`config.mk`:
```
export PLATFORM = sky130hd
export DESIGN_NAME = delay_allocator
export DESIGN_NICKNAME = d
export VERILOG_FILES = /design/src/rtl/delay_allocator_pkg.sv /design/src/rtl/delay_region_ctr.sv /design/src/rtl/delay_allocator.sv
export SDC_FILE = /design/constraint.sdc
export NUM_CORES = 1
export LEC_CHECK = 0
export ABC_AREA = 1
export CAP_MARGIN = 20
export CORE_MARGIN = 4
export CORE_UTILIZATION = 55
export CTS_CLUSTER_SIZE = 16
export DETAILED_ROUTE_END_ITERATION = 10
export GPL_ROUTABILITY_DRIVEN = 0
export GPL_TIMING_DRIVEN = 0
export PLACE_DENSITY_LB_ADDON = 0.2
export SLEW_MARGIN = 20
export SYNTH_ARGS = -nofsm -noshare
export SYNTH_HDL_FRONTEND = slang
export SYNTH_SLANG_ARGS = --single-unit
```
`constraint.sdc`:
```
create_clock -name clk -period 3.85 [get_ports clk]
set_input_delay 0.77 -clock clk [delete_from_list [all_inputs] [get_ports clk]]
set_output_delay 0.77 -clock clk [all_outputs]
set_load 0.03 [all_outputs]
```
`src/rtl/delay_allocator_pkg.sv`:
```
// Shared constants and types for the delay allocator: controller state codes,
// error-priority codes, region-counter command codes, the error pulse bundle
// and the request classification helper.
package delay_allocator_pkg;

  // Controller states
  localparam logic [1:0] S_IDLE  = 2'd0;
  localparam logic [1:0] S_CHECK = 2'd1;
  localparam logic [1:0] S_DESC  = 2'd2;
  localparam logic [1:0] S_CLEAR = 2'd3;

  // Request check outcome, listed in decreasing priority after ERR_NONE
  localparam logic [1:0] ERR_NONE       = 2'd0;
  localparam logic [1:0] ERR_SIZE       = 2'd1;
  localparam logic [1:0] ERR_TABLE_FULL = 2'd2;
  localparam logic [1:0] ERR_OVERFLOW   = 2'd3;

  // Commands driven into each per-pipeline region counter
  localparam logic [1:0] CTR_HOLD   = 2'd0;
  localparam logic [1:0] CTR_COMMIT = 2'd1;
  localparam logic [1:0] CTR_CLEAR  = 2'd2;

  typedef struct packed {
    logic overflow;
    logic size;
    logic busy;
    logic table_full;
  } err_t;

  // Classify a request against the target region; room = words left in region.
  function automatic logic [1:0] classify_req(input logic [31:0] size,
                                              input logic [31:0] init,
                                              input logic        table_full,
                                              input logic [32:0] room);
    if (size == 32'd0 || init >= size) return ERR_SIZE;
    if (table_full)                    return ERR_TABLE_FULL;
    if ({1'b0, size} > room)           return ERR_OVERFLOW;
    return ERR_NONE;
  endfunction

endpackage

```
`src/rtl/delay_region_ctr.sv`:
```
// Bump pointer and descriptor slot counter for one pipeline's memory region.
// Ports: clk, reset (sync, active-high), cmd (hold/commit/clear), add (words
// to bump on commit), next_free (first unused word offset), count (slots used).
module delay_region_ctr #(
  parameter int unsigned AW = 16,
  parameter int unsigned CW = 5
) (
  input  logic          clk,
  input  logic          reset,
  input  logic [1:0]    cmd,
  input  logic [AW-1:0] add,
  output logic [AW-1:0] next_free,
  output logic [CW-1:0] count
);
  import delay_allocator_pkg::*;

  // Clear has priority so a full reset wins over a same-cycle commit
  always_ff @(posedge clk) begin
    if (reset || cmd == CTR_CLEAR) begin
      next_free <= '0;
      count     <= '0;
    end else if (cmd == CTR_COMMIT) begin
      next_free <= next_free + add;
      count     <= count + CW'(1);
    end
  end

endmodule

```
`src/rtl/delay_allocator.sv`:
```
// Bump allocator for delay buffers in a memory shared by two pipelines. Each
// pipeline owns one half of the memory; an accepted request writes a
// descriptor and then zero-fills the new buffer one word per cycle.
// Ports: alloc_req/delay_size/init_delay request a buffer; pipeline_full_reset
// frees a pipeline's region; busy flags the in-flight pipeline; desc_* is the
// descriptor-table write port; clr_* is the memory zero-fill port; err_* are
// one-cycle error pulses.
module delay_allocator #(
  parameter int unsigned MEM_ADDR_WIDTH = 16,
  parameter int unsigned N_DELAYS       = 16,
  parameter int unsigned DATA_WIDTH     = 16
) (
  input  logic                          clk,
  input  logic                          reset,
  input  logic [1:0]                    alloc_req,
  input  logic [31:0]                   delay_size,
  input  logic [31:0]                   init_delay,
  input  logic [1:0]                    pipeline_full_reset,
  output logic [1:0]                    busy,
  output logic                          desc_we,
  output logic                          desc_pipeline,
  output logic [$clog2(N_DELAYS)-1:0]   desc_index,
  output logic [MEM_ADDR_WIDTH-1:0]     desc_base,
  output logic [MEM_ADDR_WIDTH-1:0]     desc_size,
  output logic [MEM_ADDR_WIDTH-1:0]     desc_init,
  output logic                          clr_we,
  output logic [MEM_ADDR_WIDTH-1:0]     clr_addr,
  output logic [DATA_WIDTH-1:0]         clr_data,
  output logic                          err_overflow,
  output logic                          err_size,
  output logic                          err_busy,
  output logic                          err_table_full
);
  import delay_allocator_pkg::*;

  localparam int unsigned AW   = MEM_ADDR_WIDTH;
  localparam int unsigned IW   = $clog2(N_DELAYS);
  localparam int unsigned CW   = $clog2(N_DELAYS + 1);
  localparam int unsigned HALF = 2 ** (AW - 1);

  logic [1:0]          state_q, state_d;
  logic                pipe_q, pipe_d;
  logic [AW-1:0]       size_q, size_d;
  logic [AW-1:0]       init_q, init_d;
  logic [1:0]          code_q, code_d;
  logic [AW-1:0]       rem_q, rem_d;
  logic [1:0]          busy_q, busy_d;
  err_t                err_q, err_d;
  logic                desc_we_q, desc_we_d;
  logic                desc_pipeline_q, desc_pipeline_d;
  logic [IW-1:0]       desc_index_q, desc_index_d;
  logic [AW-1:0]       desc_base_q, desc_base_d;
  logic [AW-1:0]       desc_size_q, desc_size_d;
  logic [AW-1:0]       desc_init_q, desc_init_d;
  logic                clr_we_q, clr_we_d;
  logic [AW-1:0]       clr_addr_q, clr_addr_d;

  logic [1:0][AW-1:0]  nf;
  logic [1:0][CW-1:0]  cnt;
  logic                sel, idx, abort, full;
  logic [32:0]         room;
  logic [1:0]          code;

  // One bump pointer / slot counter per pipeline region
  for (genvar p = 0; p < 2; p++) begin : g_region
    logic [1:0] cmd;
    always_comb begin
      cmd = CTR_HOLD;
      if (pipeline_full_reset[p])                    cmd = CTR_CLEAR;
      else if (state_q == S_DESC && pipe_q == 1'(p)) cmd = CTR_COMMIT;
    end
    delay_region_ctr #(.AW(AW), .CW(CW)) u_ctr (
      .clk       (clk),
      .reset     (reset),
      .cmd       (cmd),
      .add       (size_q),
      .next_free (nf[p]),
      .count     (cnt[p])
    );
  end

  // Next-state and registered-output logic
  always_comb begin
    state_d         = state_q;
    pipe_d          = pipe_q;
    size_d          = size_q;
    init_d          = init_q;
    code_d          = code_q;
    rem_d           = rem_q;
    busy_d          = busy_q;
    err_d           = '0;
    desc_we_d       = 1'b0;
    desc_pipeline_d = desc_pipeline_q;
    desc_index_d    = desc_index_q;
    desc_base_d     = desc_base_q;
    desc_size_d     = desc_size_q;
    desc_init_d     = desc_init_q;
    clr_we_d        = 1'b0;
    clr_addr_d      = clr_addr_q;
    code            = ERR_NONE;

    // Pipeline 0 wins a simultaneous request
    sel   = alloc_req[0] ? 1'b0 : 1'b1;
    idx   = (state_q == S_IDLE) ? sel : pipe_q;
    room  = 33'(HALF) - 33'(nf[idx]);
    full  = (cnt[idx] == CW'(N_DELAYS));
    abort = (state_q != S_IDLE) && pipeline_full_reset[pipe_q];

    case (state_q)
      S_IDLE: begin
        if (alloc_req != 2'b00) begin
          // The losing pipeline 1 request is reported unless its own reset drops it
          err_d.busy = alloc_req[0] & alloc_req[1] & ~pipeline_full_reset[1];
          if (!pipeline_full_reset[sel]) begin
            code             = classify_req(delay_size, init_delay, full, room);
            state_d          = S_CHECK;
            pipe_d           = sel;
            size_d           = AW'(delay_size);
            init_d           = AW'(init_delay);
            code_d           = code;
            busy_d           = sel ? 2'b10 : 2'b01;
            err_d.size       = (code == ERR_SIZE);
            err_d.table_full = (code == ERR_TABLE_FULL);
            err_d.overflow   = (code == ERR_OVERFLOW);
          end
        end
      end
      S_CHECK: begin
        if (abort || code_q != ERR_NONE) begin
          state_d = S_IDLE;
        end else begin
          state_d         = S_DESC;
          desc_we_d       = 1'b1;
          desc_pipeline_d = pipe_q;
          desc_index_d    = IW'(cnt[idx]);
          desc_base_d     = {pipe_q, nf[idx][AW-2:0]};
          desc_size_d     = size_q;
          desc_init_d     = init_q;
        end
      end
      S_DESC: begin
        if (abort) begin
          state_d = S_IDLE;
        end else begin
          state_d    = S_CLEAR;
          clr_we_d   = 1'b1;
          clr_addr_d = desc_base_q;
          rem_d      = size_q - AW'(1);
        end
      end
      S_CLEAR: begin
        if (abort || rem_q == '0) begin
          state_d = S_IDLE;
        end else begin
          clr_we_d   = 1'b1;
          clr_addr_d = clr_addr_q + AW'(1);
          rem_d      = rem_q - AW'(1);
        end
      end
      default: state_d = S_IDLE;
    endcase

    if (state_q != S_IDLE && alloc_req != 2'b00) err_d.busy = 1'b1;
    if (state_d == S_IDLE) busy_d = '0;
  end

  always_ff @(posedge clk) begin
    if (reset) begin
      state_q         <= S_IDLE;
      pipe_q          <= 1'b0;
      size_q          <= '0;
      init_q          <= '0;
      code_q          <= ERR_NONE;
      rem_q           <= '0;
      busy_q          <= '0;
      err_q           <= '0;
      desc_we_q       <= 1'b0;
      desc_pipeline_q <= 1'b0;
      desc_index_q    <= '0;
      desc_base_q     <= '0;
      desc_size_q     <= '0;
      desc_init_q     <= '0;
      clr_we_q        <= 1'b0;
      clr_addr_q      <= '0;
    end else begin
      state_q         <= state_d;
      pipe_q          <= pipe_d;
      size_q          <= size_d;
      init_q          <= init_d;
      code_q          <= code_d;
      rem_q           <= rem_d;
      busy_q          <= busy_d;
      err_q           <= err_d;
      desc_we_q       <= desc_we_d;
      desc_pipeline_q <= desc_pipeline_d;
      desc_index_q    <= desc_index_d;
      desc_base_q     <= desc_base_d;
      desc_size_q     <= desc_size_d;
      desc_init_q     <= desc_init_d;
      clr_we_q        <= clr_we_d;
      clr_addr_q      <= clr_addr_d;
    end
  end

  assign busy           = busy_q;
  assign desc_we        = desc_we_q;
  assign desc_pipeline  = desc_pipeline_q;
  assign desc_index     = desc_index_q;
  assign desc_base      = desc_base_q;
  assign desc_size      = desc_size_q;
  assign desc_init      = desc_init_q;
  assign clr_we         = clr_we_q;
  assign clr_addr       = clr_addr_q;
  assign clr_data       = DATA_WIDTH'(0);
  assign err_overflow   = err_q.overflow;
  assign err_size       = err_q.size;
  assign err_busy       = err_q.busy;
  assign err_table_full = err_q.table_full;

endmodule

```
==> results of run 1 <==
==> sequential cells by signal (all words and copies together) (netlist names), 2 cells and up <==
| signal | count |
|---|---|
| busy | 2 |
| clr_addr | 16 |
| code_q | 2 |
| desc_base | 15 |
| desc_index | 4 |
| desc_init | 16 |
| desc_size | 16 |
| g_region.u_ctr.count | 10 |
| g_region.u_ctr.next_free | 32 |
| init_q | 16 |
| rem_q | 16 |
| size_q | 16 |
| state_q | 2 |
==> layout by cell type, fill, tap and decap left out, types with 36 or more instances in the layout <==
cell type,n
a21oi_1,147
inv_1,212
clkdlybuf4s50_1,144
clkbuf_1,36
nor2_1,131
dfxtp_1,171
ha_1,99
o21ai_0,163
nand2_1,270
nand3_1,68
==> tightest hold or removal path: stages (launching register included) <==
cell and delay, ps:
dfxtp_1 300, inv_1 60, a21oi_1 50
==> final timing paths <==
path | startpoint | depth (start not counted) | to | slack [ps]
min reg2reg | init_q[9] | 2 | desc_init[9] | 450
max | state_q[1] | 21 | err_overflow | 420
min | init_q[9] | 2 | desc_init[9] | 450
max reg2reg | state_q[1] | 21 | err_overflow | 420
==> cells by family (layout without fill, tap and decap cells) <==
kind of cell             after synthesis  in the layout  synth area share
AO/OA/AOI/OAI                        386            386             0.195
XOR/XNOR                              34             34            0.0279
adder cells (fa/ha/maj)              101            101             0.120
buffers and inverters                282            459             0.108
flip-flops                           171            171             0.321
multiplexers                           1              1          0.000939
other                                  1             16          0.000352
AND/OR/NAND/NOR                      557            557             0.227
==> repair_timing <==
action | CTS | global route
resized for setup | 0 | 4
hold buffers | 0 | 0
endpoints found under the setup margin | 0 | 3
==> layer usage <==
metal  up-vias  track usage  share of wire
met5         -            0              0
li1       5440            -              -
met2       572        0.469           0.44
met4         0        0.146          0.050
met1      5038        0.384           0.41
met3       105       0.0642           0.10
==> per-stage QoR <==
step / cells / setup TNS (ps) / util / cell area, sq um / setup slack, ps
after detailed placement: 1953 / -1030 / 0.661 / 12500 / -374
after CTS: 1985 / 0 / 0.692 / 13100 / 46.2
after global routing: 1985 / 0 / 0.693 / 13100 / 107
after global placement: 1953 / -790 / 0.661 / 12500 / -299
final: 1985 / 0 / 0.693 / 13100 / 421
after floorplan: 1548 / 0 / - / 10700 / 779
==> cell type report <==
cell class                      instances  area [sq um]
Fill cell                            1621          5800
Clock inverter                         14           154
Inverter                              216           811
Tap cell                              260           325
Sequential cell                       171          3420
Clock buffer                           18           429
Timing Repair Buffer                  145          1450
Buffer                                 66           340
Multi-Input combinational cell       1095          6150
==> power by group through the flow <==
stage,registers (uW),clock network (uW),logic [uW]
3_3_place_gp,1960,0,1020
5_1_grt,1930,1830,1190
4_1_cts,1920,1750,1050
2_1_floorplan,2010,0,618
3_5_place_dp,1960,0,1050
6_report,1930,1760,1070
==> metrics.md, run 1 <==
| Metric | Value |
|---|---|
| Outcome | finished clean |
| Final Hold Viols | 0 |
| I/O Buffers | 145 |
| Post-synth ARST share | 0 |
| Layout Nets | 1883 |
| DRC Markers | 0 |
| Final hold slack | 450 ps |
| Unique masters post-synth | 49 |
| Clock share of power | 0.370 |
| Most numerous cell in the Yosys netlist | nand2_1 |
| Clock skew | 11.3 ps |
| CP peak stage delay | 350 ps |
| Primary FF master, synth | dfxtp_1 |
| CP max stage cell | dfxtp_1 |
| First-pass GRT wire length | 51.8 mm |
| Synthesized instance count | 1533 |
| ANT nets after route | 0 |
| CP Launch Type | flip-flop |
| Max Slew Vio Count | 0 |
| Post-synth EDFFs | 0 |
| Sink count of the clock tree | 171 |
| Synth area leaders | dfxtp_1 32%, ha_1 12%, nand2_1 9.5% |
| Syn_area_per_cell | 6.95 sq um |
| Area of the core | 18900 sq um |
| Worst EP arrival | 3810 ps |
| CP cell instances | nor2_2 -> nand2_2 -> nand2_4 -> nand2_2 -> nand2_1 -> nand3_4 -> nor2_4 -> nand2_2 -> inv_2 -> nand4_1 -> nand2_1 -> nand2_1 -> ha_1 -> nand3_1 -> nor3_1 -> nand4_1 -> nand2_1 -> nor2_1 -> nand2_1 -> nand4_1 -> nor2_1 |
| Most frequent cells after synthesis | 270 x nand2_1, 212 x inv_1, 171 x dfxtp_1 |
| DR iter-0 viols | 874 |
| Setup bufs post-CTS | 0 |
| Net Sw Frac | 0.332 |
| Worst min path class | reg2reg |
| Die area | 21700 sq um |
| Wire per inst | 16.7 um |
| Layout cell share with drive strength beyond 1 | 0.0487 |
| Initial Util | 0.564 |
| Worst-Margin Slew | 889 ps |
| Ant diodes | 0 |
| Total Wirelength | 33.1 mm |
| CP Max Fanout | 9 |
| Crit Path Class | reg2reg |
| Reg clk slew, reported paths | 80 ps |
| Slew HR | 0.405 |
| Logic pwr share | 0.225 |
| Seq/Total Area, Yosys | 0.321 |
| RSZ-0062 raised after global routing | no |
| Ports | 163 |
| Die Span X | 147 um |
| GRT overflow | 0 |
| Via/cell ratio | 5.62 |
| Max IR drop VDD | 314 uV |
| Antenna violations before repair | 0 |
| Max-cap violations | 0 |
| Hpwl dp | 26.1 mm |
| Period utilization | 0.891 |
| CTS Buffer Depth | 2 |
| DRT Pass-1 Iters | 6 |
| Total CTS buffers | 17 |
| Final Total Pwr | 4760 uW |
| Leakage power total | 0.00622 uW |
| Max Clock Freq | 292 MHz |
| Synth area leader | dfxtp_1 |
| Die Y | 147 um |
| NetSw | 1580 uW |
| H-Tree Depth | 4 |
| Root buffer cell | clkbuf_16 |
| Synthesized area | 10700 sq um |
| Largest net degree at the start of global routing | 19 |
| Pwr dens | 364 nW/um^2 |
| P&R area growth vs syn | 22.8% |
| CP bufs+invs | 1 |
| Share of the synthesized area in the top cell type | 0.321 |
| CP most frequent cell | nand2_1 |
| Crit-path leading delay family | simple AND/OR/NAND/NOR gates |
| Final Setup Violations | 0 |
| Routed via count | 11200 |
| Yosys warning count | 0 |
| Vias in the first global route | 10200 |
| CP required | 4230 ps |
| Register bit total from synthesis | 171 |
| Int Power | 3180 uW |
| Tmin final | 3430 ps |
| Setup crit end kind | flip-flop |
| Reg power frac | 0.405 |
| All-Layer GR Usage | 0.296 |
| Clk Latency, worst-skew pair | 440 ps |
| Num rows | 50 |
| CTS tree | done |
(Power assumes the default switching activity.)
==> run 2, diff against run 1 <==
Settings changed: CAP_MARGIN 20 to 15, CORE_MARGIN 4 to 8, SKIP_CTS_REPAIR_TIMING set to 1.
==> run 2 against run 1 <==
Against the previous run:
- clock power decreased by 3%
- first-iteration DRC count increased by 29%
- critical endpoint is now code_q[1]
- die area grew 11%
==> metrics.md, run 2 (synthesized netlist as in run 1, its figures left out) <==
| Metric | Value |
|---|---|
| NetSw | 1590 uW (+0.34%) |
| Hold Startpoint | init_q[0] |
| Slew HR | 0.465 (+0.0599) |
| Max Clock Freq | 293 MHz (+0.35%) |
| All-Layer GR Usage | 0.274 (-0.0223) |
| Largest net degree at the start of global routing | 19 (unchanged) |
| Setup TNS | 0 ps (unchanged) |
| Max Slew Vio Count | 0 (unchanged) |
| Final Setup Violations | 0 (unchanged) |
| Ant diodes | 0 (unchanged) |
| Via/cell ratio | 5.59 (-0.56%) |
| Clk Latency, worst-skew pair | 450 ps (about the same) |
| Final hold slack | 454 ps (+4.35 ps) |
| CTS Buffer Depth | 2 (unchanged) |
| Pwr dens | 359 nW/um^2 (-1.2%) |
| Reg2reg setup slack | 430 ps (about the same) |
| Commonest non-fill, non-tap cell in the layout | nand2_1 |
| Root buffer cell | clkbuf_16 |
| CTS tree | done |
| CP Launch Type | flip-flop |
| Logic pwr share | 0.230 (+0.005) |
| Tmin final | 3420 ps (-12.0 ps) |
| Leakage power total | 0.00621 uW (-0.22%) |
| R2R depth | 22 (+4.8%) |
| Layout Nets | 1883 (unchanged) |
| DR iter-0 viols | 1128 (+29%) |
| Ports | 163 (unchanged) |
| Largest Register | g_region.u_ctr.next_free |
| CP Max Fanout | 9 (unchanged) |
| RSZ-0062 raised after global routing | no |
| Max IR drop VDD | 297 uV (-5.2%) |
| H-Tree Depth | 4 (unchanged) |
| Setup WS post-layout | 433 ps (+12.0 ps) |
| Outcome | finished clean |
| GRT overflow | 0 (unchanged) |
| Num rows | 51 (+2.0%) |
| Sink count of the clock tree | 171 (unchanged) |
| Int Power | 3120 uW (-2.0%) |
| Crit Path Class | reg2reg |
| Clock share of power | 0.360 (-0.010) |
| CP max stage cell | dfxtp_1 |
| Reg-to-Reg End | code_q[1] |
| Post-Place Worst Slack | -329 ps (+45.5 ps) |
| Setup crit end kind | flip-flop |
| P&R area growth vs syn | 22.8% (unchanged) |
| Net Sw Frac | 0.338 (+0.00517) |
| Layout cell share with drive strength beyond 1 | 0.0504 (+0.00174) |
| Die Y | 155 um (+5.4%) |
| Total Wirelength | 33.9 mm (+2.3%) |
| CP most frequent cell | nand2_1 |
| Antenna violations before repair | 0 (unchanged) |
| Worst EP arrival | 3760 ps (-50 ps) |
| Worst hold path stage count | 2 (unchanged) |
| Max-cap violations | 0 (unchanged) |
| CP cell instances | nor2_2 -> nand2_2 -> nand2_4 -> nand2_2 -> nand2_1 -> nand3_4 -> nor2_2 -> nand2_2 -> inv_2 -> nand4_1 -> nand2_1 -> nand2_1 -> ha_1 -> nand2_1 -> nor4_2 -> nand2_1 -> nor2_1 -> nand2_2 -> nand2_1 -> nand2_1 -> nand2_1 -> nand2_1 |
| Routed via count | 11100 (-0.30%) |
| First-pass GRT wire length | 52.7 mm (+1.8%) |
| Final Total Pwr | 4700 uW (-1.2%) |
| I/O Buffers | 145 (unchanged) |
| CP peak stage delay | 400 ps (+50 ps) |
| Initial Util | 0.555 (-0.00922) |
| ANT nets after route | 0 (unchanged) |
| Most frequent cells in the layout | 270 x nand2_1, 212 x inv_1, 171 x dfxtp_1 |
| Hpwl dp | 27.0 mm (+3.3%) |
| Max FFs per register | 32 (unchanged) |
| Period utilization | 0.888 (-0.00310) |
| Wire per inst | 17.0 um (+2.0%) |
| FF-to-FF Start | state_q[1] |
| Vias in the first global route | 10100 (-0.85%) |
| DRC Markers | 0 (unchanged) |
| WHS Endpoint | desc_init[0] |
| Die area | 24100 sq um (+11%) |
| Clock skew | 17.9 ps (+6.53 ps) |
| DRT Pass-1 Iters | 6 (unchanged) |
| Reg clk slew, reported paths | 70 ps (about the same) |
| Worst min path class | reg2reg |
| CP required | 4190 ps (-40 ps) |
| Area of the core | 19200 sq um (+1.7%) |
| Total CTS buffers | 17 (unchanged) |
| Reg power frac | 0.409 (+0.004) |
| Die Span X | 155 um (+5.4%) |
| Worst-Margin Slew | 800 ps (-89.5 ps) |
| Final Hold Viols | 0 (unchanged) |
==> run 2: cell types whose count changed in the layout (fill, tap and decap cells not counted), sizes merged <==
cell,delta
bufinv,-1
clkbuf,-1
clkinv,-1
clkinvlp,+2
inv,+1
==> run 2: cell type report <==
type / count / area, sq um
Multi-Input combinational cell: 1095 / 6160
Fill cell: 1689 / 6120
Sequential cell: 171 / 3420
Timing Repair Buffer: 145 / 1450
Inverter: 216 / 811
Clock buffer: 17 / 425
Buffer: 66 / 340
Tap cell: 265 / 332
Clock inverter: 15 / 145
==> run 2: metrics by stage <==
step,util,instance area [sq um],std cells
floorplan,-,10700,1548
global placement,0.651,12500,1958
detailed placement,0.651,12500,1958
CTS,0.680,13100,1990
global route,0.681,13100,1990
finish,0.681,13100,1990
==> run 2: power by group through the flow <==
stage | clock [uW] | combinational (uW) | sequential [uW]
after detailed placement | 0 | 1050 | 1960
after floorplan | 0 | 618 | 2010
after global placement | 0 | 1030 | 1960
final | 1700 | 1080 | 1930
after global routing | 1770 | 1190 | 1930
after CTS | 1690 | 1060 | 1920
==> run 2: how the worst max path moves through the flow <==
stage,slack (ps),start,end,cells past startpoint
final,430,state_q[1],code_q[1],22
after CTS,110,alloc_req[0],code_q[1],25
after detailed placement,-330,alloc_req[0],code_q[1],25
after global placement,-290,alloc_req[0],code_q[1],25
after global routing,150,state_q[1],code_q[1],18
after floorplan,780,alloc_req[0],code_q[1],23
==> run 2: layer usage <==
| metal | GRT usage | wire (um) | up-vias |
|---|---|---|---|
| li1 | - | - | 5445 |
| met3 | 0.0680 | 3300 | 89 |
| met5 | 0 | 0 | - |
| met2 | 0.440 | 15000 | 533 |
| met1 | 0.337 | 13900 | 5054 |
| met4 | 0.137 | 1670 | 0 |
==> run 2: worst max-delay path, delay by kind of cell (launching register included) <==
family / cells / cell delay [ps]
adder cells (fa/ha/maj): 1 / 310
buffers and inverters: 1 / 90
flip-flops: 1 / 400
AND/OR/NAND/NOR: 20 / 2520
==> run 3, diff against run 2 <==
Settings changed: CORE_UTILIZATION 55 to 50.
Clock period 3.85 ns to 4.16 ns, I/O delays scaled along.
==> run 3 against run 2 <==
Against the previous run:
- wire length increased by 0.79%
- critical path depth up 3
- via count down 0.71%
- non-clock buffer count is the same
- worst hold slack worse by 2.1 ps
- combinational power is 7% lower
- sequential share of layout area down 0.10 points
- die area rose by 8.9%
- global-route usage shrank 2.0 points
- sequential cell count stayed put
- critical endpoint unchanged
==> metrics.md, run 3 (synthesized netlist as in run 1, its figures left out) <==
| Metric | Value |
|---|---|
| Layout Nets | 1883 (unchanged) |
| Pwr dens | 341 nW/um^2 (-5.2%) |
| CTS Buffer Depth | 2 (unchanged) |
| CP peak stage delay | 580 ps (+180 ps) |
| Die Span X | 162 um (+4.4%) |
| I/O Buffers | 145 (unchanged) |
| DR iter-0 viols | 1094 (-3.0%) |
| Via/cell ratio | 5.52 (-1.2%) |
| Sink count of the clock tree | 171 (unchanged) |
| Largest Register | g_region.u_ctr.next_free |
| GRT overflow | 0 (unchanged) |
| Post-route cell area | 13100 sq um (+0.38%) |
| Area of the core | 21000 sq um (+9.1%) |
| CP max stage cell | clkdlybuf4s50_1 |
| Worst EP arrival | 4250 ps (+490 ps) |
| Tmin final | 3910 ps |
| Max Clock Freq | 256 MHz |
| CP Max Fanout | 18 (+9) |
| Ant diodes | 0 (unchanged) |
| Register area | 3420 sq um (unchanged) |
| Max Slew Vio Count | 0 (unchanged) |
| Clock skew | 9.76 ps (-8.11 ps) |
| Max FFs per register | 32 (unchanged) |
| Reg2reg setup slack | 770 ps (+340 ps) |
| Root buffer cell | clkbuf_16 |
| H-Tree Depth | 4 (unchanged) |
| Routed via count | 11000 (-0.71%) |
| CTS tree | done |
| Setup WS post-layout | 249 ps (-184 ps) |
| Final Hold Viols | 0 (unchanged) |
| CP required | 4500 ps (+310 ps) |
| Period utilization | 0.940 |
| Antenna violations before repair | 0 (unchanged) |
| Largest net degree at the start of global routing | 19 (unchanged) |
| Final hold slack | 452 ps (-2.12 ps) |
| Worst-Margin Slew | 925 ps (+125 ps) |
| Ports | 163 (unchanged) |
| First-pass GRT wire length | 54.0 mm (+2.4%) |
| Leakage power total | 0.00622 uW (+0.23%) |
| Worst min path class | reg2reg |
| P&R area growth vs syn | 23.3% |
| DRC Markers | 0 (unchanged) |
| CP most frequent cell | nand2_1 |
| CP Launch Type | input port |
| Die area | 26200 sq um (+8.9%) |
| Initial Util | 0.508 (-0.0463) |
| Vias in the first global route | 10300 (+1.9%) |
| Fill cells | 1963 (+16%) |
| Hpwl dp | 27.2 mm (+1.0%) |
| Max-cap violations | 0 (unchanged) |
| Final Setup Violations | 0 (unchanged) |
| Placed cell area | 12500 sq um (+0.10%) |
| Setup crit end kind | flip-flop |
| Die Y | 162 um (+4.4%) |
| Post-Place Worst Slack | -219 ps (+110 ps) |
| ANT nets after route | 0 (unchanged) |
| Reg clk slew, reported paths | 70 ps (about the same) |
| All-Layer GR Usage | 0.254 (-0.0196) |
| RSZ-0062 raised after global routing | no |
| Final Total Pwr | 4480 uW (-4.9%) |
| DRT Pass-1 Iters | 6 (unchanged) |
| Crit Path Class | in2reg |
| Layout cell share with drive strength beyond 1 | 0.0493 (-0.00116) |
| Wire per inst | 17.1 um (+0.29%) |
| Slew HR | 0.381 (-0.0838) |
| Clk Latency, worst-skew pair | 430 ps (-20 ps) |
| Multi-input logic area | 6160 sq um (about the same) |
| Total Wirelength | 34.1 mm (+0.79%) |
| Crit-path leading delay family | simple AND/OR/NAND/NOR gates |
| CP bufs+invs | 4 (+3) |
| Max IR drop VDD | 239 uV (-20%) |
| Total CTS buffers | 17 (unchanged) |
| Outcome | finished clean |
| Commonest non-fill, non-tap cell in the layout | nand2_1 |
| Num rows | 53 (+3.9%) |
| Most frequent cells in the layout | 270 x nand2_1, 212 x inv_1, 171 x dfxtp_1 |
| Setup TNS | 0 ps (unchanged) |
run 3: final timing paths:
check / from / endpoint / cells past startpoint
max: alloc_req[0] / code_q[1] / 25
min: init_q[12] / desc_init[12] / 2
max reg2reg: state_q[1] / code_q[1] / 22
min reg2reg: init_q[12] / desc_init[12] / 2
run 3: metal layers:
metal | up-vias | global-route usage | share of wire
met5 | - | 0 | 0
met4 | 0 | 0.116 | 0.038
met3 | 60 | 0.0491 | 0.096
met2 | 522 | 0.402 | 0.43
met1 | 5012 | 0.331 | 0.43
li1 | 5448 | - | -
run 3: through the flow:
step	utilization	instances
global route	0.627	2000
detailed placement	0.597	1968
finish	0.627	2000
CTS	0.626	2000
floorplan	-	1548
global placement	0.597	1968
run 3: power breakdown:
group | switching [uW] | internal, uW
registers | 73.7 | 1710
logic | 625 | 374
clock network | 729 | 961
run 3: worst min-delay path: cells and delay by family (launching register included):
family / cells / cell delay (ps)
DFF: 1 / 300
AOI/OAI and AO/OA: 1 / 50
buffers and inverters: 1 / 50
run 3: final cells by class:
cell class,count,area share
inverter,216,0.0617
timing repair buffer,145,0.110
tap,275,0.0262
clock buffer,18,0.0327
buffer,66,0.0259
sequential,171,0.261
multi-input combinational,1095,0.469
clock inverter,14,0.0140
